<file path="src/rtl/u_rec.sv">
// UART receiver: 8N1 deserialiser with a 16x bit-cell timebase, mid-cell sampling,
// one-cycle ready / framing-error strobes and break suppression.
module u_rec #(
    parameter int WORD_LEN = 8,
    parameter int BIT_CELL = 16
) (
    input  logic                sys_clk,
    input  logic                sys_rst_l,
    input  logic                uart_dataH,
    output logic [WORD_LEN-1:0] rec_dataH,
    output logic                rec_readyH,
    output logic                frame_errH,
    output logic                rec_busyH
);

    localparam int CW = $clog2(BIT_CELL);
    localparam int BW = $clog2(WORD_LEN + 1);
    localparam logic [CW-1:0] HALF_CELL = CW'(BIT_CELL / 2 - 1);
    localparam logic [CW-1:0] LAST_CELL = CW'(BIT_CELL - 1);
    localparam logic [BW-1:0] LAST_BIT  = BW'(WORD_LEN - 1);

    typedef enum logic [2:0] {
        r_IDLE  = 3'd0,
        r_START = 3'd1,
        r_DATA  = 3'd2,
        r_STOP  = 3'd3,
        r_BREAK = 3'd4
    } state_t;

    state_t              state_reg, state_next;
    logic                s1_reg, s2_reg, s2_d_reg;
    logic [CW-1:0]       cnt_reg, cnt_next;
    logic [BW-1:0]       bits_reg, bits_next;
    logic [WORD_LEN-1:0] shift_reg, shift_next;
    logic [WORD_LEN-1:0] data_reg, data_next;
    logic                ready_reg, ready_next;
    logic                err_reg, err_next;

    always_ff @(posedge sys_clk) begin
        if (!sys_rst_l) begin
            state_reg <= r_IDLE;
            s1_reg    <= 1'b1;
            s2_reg    <= 1'b1;
            s2_d_reg  <= 1'b1;
            cnt_reg   <= '0;
            bits_reg  <= '0;
            shift_reg <= '0;
            data_reg  <= '0;
            ready_reg <= 1'b0;
            err_reg   <= 1'b0;
        end else begin
            state_reg <= state_next;
            s1_reg    <= uart_dataH;
            s2_reg    <= s1_reg;
            s2_d_reg  <= s2_reg;
            cnt_reg   <= cnt_next;
            bits_reg  <= bits_next;
            shift_reg <= shift_next;
            data_reg  <= data_next;
            ready_reg <= ready_next;
            err_reg   <= err_next;
        end
    end

    always_comb begin
        state_next = state_reg;
        cnt_next   = cnt_reg;
        bits_next  = bits_reg;
        shift_next = shift_reg;
        data_next  = data_reg;
        ready_next = 1'b0;
        err_next   = 1'b0;
        case (state_reg)
            r_IDLE: begin
                if (s2_d_reg && !s2_reg) begin
                    state_next = r_START;
                    cnt_next   = '0;
                end
            end
            r_START: begin
                cnt_next = cnt_reg + CW'(1);
                // Start bit must still be low at mid-cell, otherwise it was a glitch.
                if (cnt_reg == HALF_CELL) begin
                    if (!s2_reg) begin
                        state_next = r_DATA;
                        cnt_next   = '0;
                        bits_next  = '0;
                    end else begin
                        state_next = r_IDLE;
                    end
                end
            end
            r_DATA: begin
                cnt_next = cnt_reg + CW'(1);
                if (cnt_reg == LAST_CELL) begin
                    shift_next = {s2_reg, shift_reg[WORD_LEN-1:1]};
                    bits_next  = bits_reg + BW'(1);
                    cnt_next   = '0;
                    if (bits_reg == LAST_BIT) begin
                        state_next = r_STOP;
                    end
                end
            end
            r_STOP: begin
                cnt_next = cnt_reg + CW'(1);
                if (cnt_reg == LAST_CELL) begin
                    cnt_next = '0;
                    if (s2_reg) begin
                        data_next  = shift_reg;
                        ready_next = 1'b1;
                        state_next = r_IDLE;
                    end else begin
                        err_next   = 1'b1;
                        state_next = r_BREAK;
                    end
                end
            end
            r_BREAK: begin
                // A held-low line must rise before another start edge is honoured.
                if (s2_reg) begin
                    state_next = r_IDLE;
                end
            end
            default: begin
                state_next = r_IDLE;
            end
        endcase
    end

    assign rec_dataH  = data_reg;
    assign rec_readyH = ready_reg;
    assign frame_errH = err_reg;
    assign rec_busyH  = (state_reg != r_IDLE) && (state_reg != r_BREAK);

endmodule

</file>
<file path="config.mk">
export PLATFORM = sky130hd
export DESIGN_NAME = u_rec
export DESIGN_NICKNAME = d
export VERILOG_FILES = /design/src/rtl/u_rec.sv
export SDC_FILE = /design/constraint.sdc
export NUM_CORES = 1
export LEC_CHECK = 0
export BUFFER_PORTS_ARGS = -buffer_cell sky130_fd_sc_hd__clkbuf_2
export CAP_MARGIN = 20
export CORE_MARGIN = 2
export CORE_UTILIZATION = 39
export CTS_BUF_LIST = sky130_fd_sc_hd__clkbuf_2 sky130_fd_sc_hd__clkbuf_4 sky130_fd_sc_hd__clkbuf_8
export CTS_CLUSTER_DIAMETER = 100
export CTS_CLUSTER_SIZE = 8
export DETAILED_ROUTE_END_ITERATION = 16
export PLACE_DENSITY = 0.7
export REMOVE_ABC_BUFFERS = 1
export SYNTH_ARGS = -nofsm -noshare
export SYNTH_HDL_FRONTEND = slang
export SYNTH_SLANG_ARGS = --single-unit
</file>
<file path="constraint.sdc">
create_clock -name sys_clk -period 1.7 [get_ports sys_clk]
set_clock_uncertainty 0.2 [all_clocks]
set_input_delay 0.34 -clock sys_clk [delete_from_list [all_inputs] [get_ports sys_clk]]
set_output_delay 0.34 -clock sys_clk [all_outputs]
set_load 0.01 [all_outputs]
</file>
After elaboration in Yosys (flattened, before gate mapping)

Index checks and enable logic that the tools add are counted.

Logic and storage cells: 61
Register bits: 32
Input port bits: 3
Output and inout bits: 11

Mux-type cells: 20
Add/subtract/negate cells: 2
Reduce and logical (&&, ||, !) cells: 14
Equality and inequality tests: 15

Operators by type and width:

| cell                                                            | number |
|---|---|
| 4-bit two-way mux                                               | 7 |
| 3-bit two-way mux                                               | 7 |
| 3-bit case mux with 5 select lines                              | 1 |
| 2-bit inequality test, second input constant                    | 7 |
| 4-bit case mux with 3 select lines                              | 1 |
| 4-bit by 1-bit adder with 4-bit output, second input constant   | 2 |
| 4-bit by 3-bit == test with 1-bit output, second input constant | 2 |
| 4-bit case mux with 2 select lines                              | 1 |
| 3-bit by 2-bit == test with 1-bit output, second input constant | 2 |
| 3-bit AND reduction                                             | 2 |
| 6-bit AND reduction                                             | 1 |
| 3-bit nonzero test                                              | 2 |
| 4-bit == test, second input constant                            | 1 |
| 2-bit AND reduction                                             | 2 |
| 4-bit AND reduction                                             | 1 |
| 3-bit by 1-bit == test with 1-bit output, second input constant | 1 |
| 3-bit == test, second input constant                            | 1 |
| 3-bit logical NOT                                               | 1 |
| 3-bit inequality test, second input constant                    | 1 |
| 1-bit logical AND                                               | 2 |
| 1-bit two-way mux                                               | 2 |
| 2-bit two-way mux                                               | 1 |
| 2-bit nonzero test                                              | 1 |
| 2-bit OR reduction                                              | 1 |
| 1-bit logical NOT                                               | 1 |

Depth between registers and ports, before layout

Gate-level depths: netlist of run 1.

Depth in word-level cells: 4
Mapped depth: 6
Gate-level depth less buffers: 5

Worst setup path before layout of run 1

Ideal clock, no wire load.

Path type: reg2reg
Start point: reg state_reg[0]
End point: reg state_reg[0]
Arrival time: 1.400 ns
Required time: 1.433 ns
Buffers on the path: 1
Stages on the path, launching flop included: 7
Clock period less this slack: 1.668 ns
Path slack: 0.032 ns
Setup time: 0.067 ns
Path through: dfxtp_1 buf_6 nor2_4 inv_2 o31a_1 a2111o_1 a21oi_2

Cells in the longest elaborated chain, start to end: 3
Elaborated cells between the ends (all ways): 13
Classes of those cells: eq/ne: 10; mux: 1; reduce/logical: 2

RTL lines:

| element                                                                | line | RTL |
|---|---|---|
| start: declaration                                                     | 30   | `state_t state_reg, state_next;` |
| start signal: assignment                                               | 41   | `state_reg <= r_IDLE;` |
| start signal: assignment                                               | 52   | `state_reg <= state_next;` |
| 3-bit by 2-bit == test with 1-bit output, or another cell as far along | 73   | `case (state_reg)` |
| 2-bit inequality test (no line)                                        | -    |  |
| 6-bit AND reduction (no line)                                          | -    |  |

Parallel ways exist; a longest one is shown, timed or not.
A chain may end at the register's enable or synchronous reset.

Worst setup path after layout of run 1

Start point: reg state_reg[0]
End point: reg state_reg[1]

The elaborated chain is that of the path after synthesis.

==> out/summary.txt, run 1 <==
Result of the run = finished clean
WP data arrival = 1.73 ns
Global routing met3 resource utilization = 5.23%
Clock sink count = 32
Top Usage Layer GRT = met2
Root Driver = clkbuf_4
Slack of the critical path = 0.0524 ns
Commonest cells in the synthesized netlist = 32 x dfxtp_1, 20 x nand2_1, 17 x nor2_1, 12 x a21oi_1, 10 x mux2i_1
Delay of the slowest cell on the worst path = 0.58 ns
Congestion Overflow GR = 0
Worst hold path stage count = 2
Worst hold start = sys_rst_l
RR Endpoint = state_reg[1]
Vertical die dimension = 62.5 um
Clock Latency Late Sink = 0.34 ns
Number of hold-slack violations in the final timing report = 0
Footprint of the multi-input gates = 688 um2
# IOs = 14
Part of the cycle the worst path needs = 96.9%
Placer's final routability congestion estimate = 0.825
Required time of the critical path = 1.78 ns
Initial core utilization = 40.3%
DIE AREA = 0.00390 mm2
Worst-case clock buffer depth = 2
Synth top area share = 48.0%
Count of TritonRoute iterations in the first routing pass = 4
Fraction of synthesis flops using an asynchronous set or reset pin = 0%
CTS buffer count = 5
Vias in the first global route = 1065
Largest net degree at the start of global routing = 25
Number of endpoints failing setup at the final stage = 0
Cell area power density = 845 mW/mm2
Highest clock frequency the design can meet = 607 MHz
Wire length per cell after detailed routing = 12.6 um
Max stage delay cell, worst path = or4b_2
Met2 usage in global routing = 26.1%
Clock period minus worst slack = 1.65 ns
Crit end category = register
Number of distinct standard cells referenced by the synthesized netlist = 35
Number of antenna violations at the first check in global routing = 0
Yosys warning total = 0
Layout Nets = 177
Remaining max-slew budget at the tightest pin = 81.6%
Crit Path Max Fanout = 7
Maximum ir drop on the vdd rail = 0.441 mV
Register area = 657 um2
Die span in x = 62.5 um
Reg2reg path depth = 4
Slew at the pin with the worst max-slew slack = 0.273 ns
Routed WL = 2760 um
Met1 Use GR = 15.1%
Leak = 0.701 nW
Register bit total from synthesis = 32
Total standard cell area after synthesis = 0.00133 mm2
Setup TNS = 0 ns
Mean instance size in the synthesized netlist = 9.01 um2
Reg-to-reg setup timing slack = 0.05 ns
Startpoint type of the worst setup path = register
Synthesized netlist cell count = 148
Library cell with the highest instance count after synthesis = dfxtp_1
DRC Markers = 0
Sequential element share of the synthesized area = 48.0%
Standard-cell row count = 21
Number of max-cap violations = 0
Wire length of the first global-routing pass = 4490 um
Clock transition time at the flip-flop clock pins of the worst setup and hold paths = 0.09 ns
Number of filler cells placed in the layout = 318
Routed via count divided by cell count = 5.18
Global-route total usage across every layer = 14.9%
Class of the tightest hold or removal check = input port to register
Antenna-violating nets left = 0
Startpoint of the lowest-slack register-to-register path = state_reg[0]
Yosys top cell by area = dfxtp_1
Worst hold-check slack = 0.0952 ns
Layout Utilization = 51.0%
CTS tree = yes
Vias = 1134
Area inside the core boundary = 0.00331 mm2
Max-slew violation total from the final report = 0
Dominant cells by area after synthesis = dfxtp_1 48%, mux2i_1 7.5%, nand2_1 5.6%
Post-placement setup slack = -0.0459 ns
IO buf count = 13
Area Overhead vs Synth = 26.5%
Type of the setup path with the least slack = register to register
Number of DRC markers in iteration 0 = 37
WHS Endpoint = s1_reg
Post-synth EDFFs = 0
CTS H-tree depth = 2
Layout cell share with drive strength beyond 1 = 30.6%
Setup repair after global routing missed its margin = yes
Detail Placement HPWL = 1820 um
# diodes = 0
Ordered list of cells on the worst path = buf_4, or4b_2, a21oi_1, o31a_1
Primary flip-flop cell chosen by synthesis mapping = dfxtp_1
[layout make-up]
type | instances | share of cell area [%]
sequential | 32 | 38.9
clock inverter | 2 | 2.08
timing repair buffer | 25 | 11.3
inverter | 4 | 0.890
clock buffer | 6 | 2.67
tap | 46 | 3.41
multi-input combinational | 104 | 40.8
[worst max-delay path, delay by kind of cell (launching register included)]
family | cells | cell delay, ns
AO/OA/AOI/OAI | 2 | 0.28
buffers and inverters | 1 | 0.15
flip-flops | 1 | 0.37
AND/OR/NAND/NOR | 1 | 0.58
[worst max path at each step]
stage                     cells past startpoint      endpoint         start
after CTS                                     5  state_reg[0]  state_reg[1]
after floorplan                               5  rec_dataH[0]    cnt_reg[0]
after global routing                          5  state_reg[0]  state_reg[1]
final                                         4  state_reg[1]  state_reg[0]
after detailed placement                      5   bits_reg[2]  state_reg[1]
after global placement                        5   bits_reg[2]  state_reg[1]
[power by group]
| group | leakage, nW | switching, mW | total, mW | internal [mW] |
|---|---|---|---|---|
| clock network | 0.0456 | 0.261 | 0.585 | 0.324 |
| logic | 0.393 | 0.0418 | 0.0795 | 0.0377 |
| registers | 0.262 | 0.00849 | 0.762 | 0.754 |
[logic make-up (layout without fill, tap and decap cells)]
kind of cell | after synthesis | in the layout | share of synthesized area, %
adder cells (fa/ha/maj) | 2 | 2 | 1.88
flip-flops | 32 | 32 | 48.0
buffers and inverters | 12 | 37 | 4.41
AO/OA/AOI/OAI | 25 | 25 | 12.6
AND/OR/NAND/NOR | 65 | 65 | 24.3
multiplexers | 10 | 10 | 7.50
XOR/XNOR | 2 | 2 | 1.31
[per-layer routing]
metal	vias to the layer above	share of wire, %	wire length [um]
met2	26	53	1460
met4	0	2.3	63
li1	565	-	-
met3	6	4.0	110
met1	537	41	1130
met5	-	0	0
[layout by cell type (no fill, tap or decap), types with 3 or more instances in the layout]
cell      count
a21oi_1      11
buf_4         8
clkbuf_2     13
clkbuf_4      6
dfxtp_1      25
dfxtp_2       4
dfxtp_4       3
inv_1         3
mux2i_1      10
nand2_1      20
nand2b_1      4
nand3_1       7
nor2_1       17
nor3_1        3
[repair_timing]
item                                    in CTS  in global routing
gates resized for setup                      7                 15
pin swaps                                    1                  3
hold buffers                                 1                  0
endpoints found under the hold margin        1                  0
endpoints found under the setup margin      13                 17
setup buffers                                2                  1
[through the flow]
stage	power (mW)	instance area (um2)	instances
2_1_floorplan	0.816	1290	140
3_3_place_gp	0.844	1500	207
3_5_place_dp	0.848	1500	207
4_1_cts	1.44	1620	218
5_1_grt	1.48	1690	219
6_report	1.43	1690	219
Note: power is estimated with default switching activity, not from simulation.
==> run 2, diff against run 1 <==
- clock period: 1.7 -> 1.5 ns (I/O delays scaled with it)
==> out/summary.txt, run 2 (synthesized netlist as in run 1, its figures left out) <==
Wire length of the first global-routing pass = 5540 um
Vias in the first global route = 1290
Clock network fraction of design power = 40.2%
Standard-cell row count = 21
Maximum ir drop on the vdd rail = 0.459 mV
Die span in x = 62.5 um
Count of TritonRoute iterations in the first routing pass = 4
Result of the run = finished with violations
CTS H-tree depth = 2
DIE AREA = 0.00390 mm2
# diodes = 0
Slack of the critical path = -0.128 ns
WP data arrival = 1.13 ns
Type of the setup path with the least slack = register to primary output
Number of max-cap violations = 0
Delay-heaviest family, CP = flip-flops
Root Driver = clkbuf_4
Most frequent cells in the layout = 30 x buf_4, 25 x dfxtp_1, 20 x nand2_1
Layout cell share with drive strength beyond 1 = 46.5%
Internal power of the cells = 1.29 mW
Failing checks = setup timing
Cell area power density = 809 mW/mm2
DRC Markers = 0
Part of the power in combinational logic = 8.0%
Setup repair after global routing missed its margin = yes
Switch share = 22.5%
Commonest non-fill, non-tap cell in the layout = buf_4
Number of DRC markers in iteration 0 = 57
Buffers & Inverters on Critical Path = 3
Max-slew violation total from the final report = 0
Routed via count divided by cell count = 5.08
Placer's final routability congestion estimate = 0.833
Slew at the pin with the worst max-slew slack = 0.272 ns
Class of the tightest hold or removal check = input port to register
Global-route total usage across every layer = 17.8%
Worst hold-check slack = 0.0803 ns
Layout Utilization = 62.1%
Vertical die dimension = 62.5 um
Number of hold-slack violations in the final timing report = 0
Required time of the critical path = 1.00 ns
Clock period minus worst slack = 1.63 ns
Net load switching power = 0.374 mW
Clock transition time at the flip-flop clock pins of the worst setup and hold paths = 0.10 ns
Remaining max-slew budget at the tightest pin = 81.7%
Highest clock frequency the design can meet = 614 MHz
Vias = 1261
CTS tree = yes
Delay of the slowest cell on the worst path = 0.38 ns
Congestion Overflow GR = 0
Startpoint type of the worst setup path = register
Clock sink count = 32
Leak = 0.866 nW
Max stage delay cell, worst path = dfxtp_4
Detail Placement HPWL = 1960 um
Number of endpoints failing setup at the final stage = 26
Ordered list of cells on the worst path = nor2_4, inv_2, buf_6, buf_6
Part of the cycle the worst path needs = 109%
Initial core utilization = 40.3%
Sequential cell fraction of total power = 51.8%
Number of antenna violations at the first check in global routing = 0
Routed WL = 3540 um
Setup TNS = -1.68 ns
Wire length per cell after detailed routing = 14.3 um
Antenna-violating nets left = 0
Crit Path Max Fanout = 5
Worst-case clock buffer depth = 2
Largest net degree at the start of global routing = 24
CTS buffer count = 5
Layout Nets = 206
Area inside the core boundary = 0.00331 mm2
Most used cell, CP = buf_6
IO buf count = 13
# IOs = 14
Crit end category = primary output
Clock Latency Late Sink = 0.33 ns
Area Overhead vs Synth = 54.1%
[run 2: worst min-delay path, stage by stage]
cell and delay, ns:
clkbuf_2 0.09, inv_1 0.15, a21oi_2 0.04
[run 2: metal layers]
layer  routed length, um  GRT usage (%)  vias up
met4                  86           11.4        0
met3                 122           3.06        9
met1                1580           21.1      594
li1                    -              -      620
met2                1750           29.7       38
met5                   0              0        -
[run 2: worst paths after layout]
path | slack (ns) | start | cells after the start | end
max | -0.13 | state_reg[0] | 4 | rec_busyH
min reg2reg | 0.22 | s1_reg | 1 | s2_reg
max reg2reg | -0.12 | state_reg[1] | 7 | state_reg[0]
min | 0.08 | sys_rst_l | 3 | state_reg[0]
[run 2: cell type report]
cell class	instances	area [um2]
Fill cell	266	1250
Multi-Input combinational cell	104	791
Sequential cell	32	659
Timing Repair Buffer	54	453
Tap cell	46	57.6
Clock buffer	6	45.0
Clock inverter	2	35.0
Inverter	4	15.0
[run 2: repair_timing]
action	4_1_cts	5_1_grt
resized for setup	35	16
setup buffers	8	4
pin swaps	10	11
endpoints found under the hold margin	1	0
hold buffers	1	0
setup endpoints to repair	26	26
cloned	1	0
[run 2: metrics by stage]
step / total power [mW] / worst slack (ns) / instances / cell area (um2)
finish: 1.66 / -0.128 / 248 / 2060
global route: 1.71 / -0.177 / 248 / 2060
CTS: 1.65 / -0.124 / 244 / 1940
detailed placement: 0.975 / -0.211 / 226 / 1640
global placement: 0.975 / -0.170 / 226 / 1640
floorplan: 0.925 / -0.179 / 140 / 1290
[run 2: power by group through the flow]
stage	logic [mW]	clock network [mW]	registers (mW)
after floorplan	0.0398	0	0.885
after global placement	0.0911	0	0.884
after detailed placement	0.0912	0	0.884
after CTS	0.112	0.679	0.860
after global routing	0.142	0.703	0.862
final	0.133	0.669	0.861
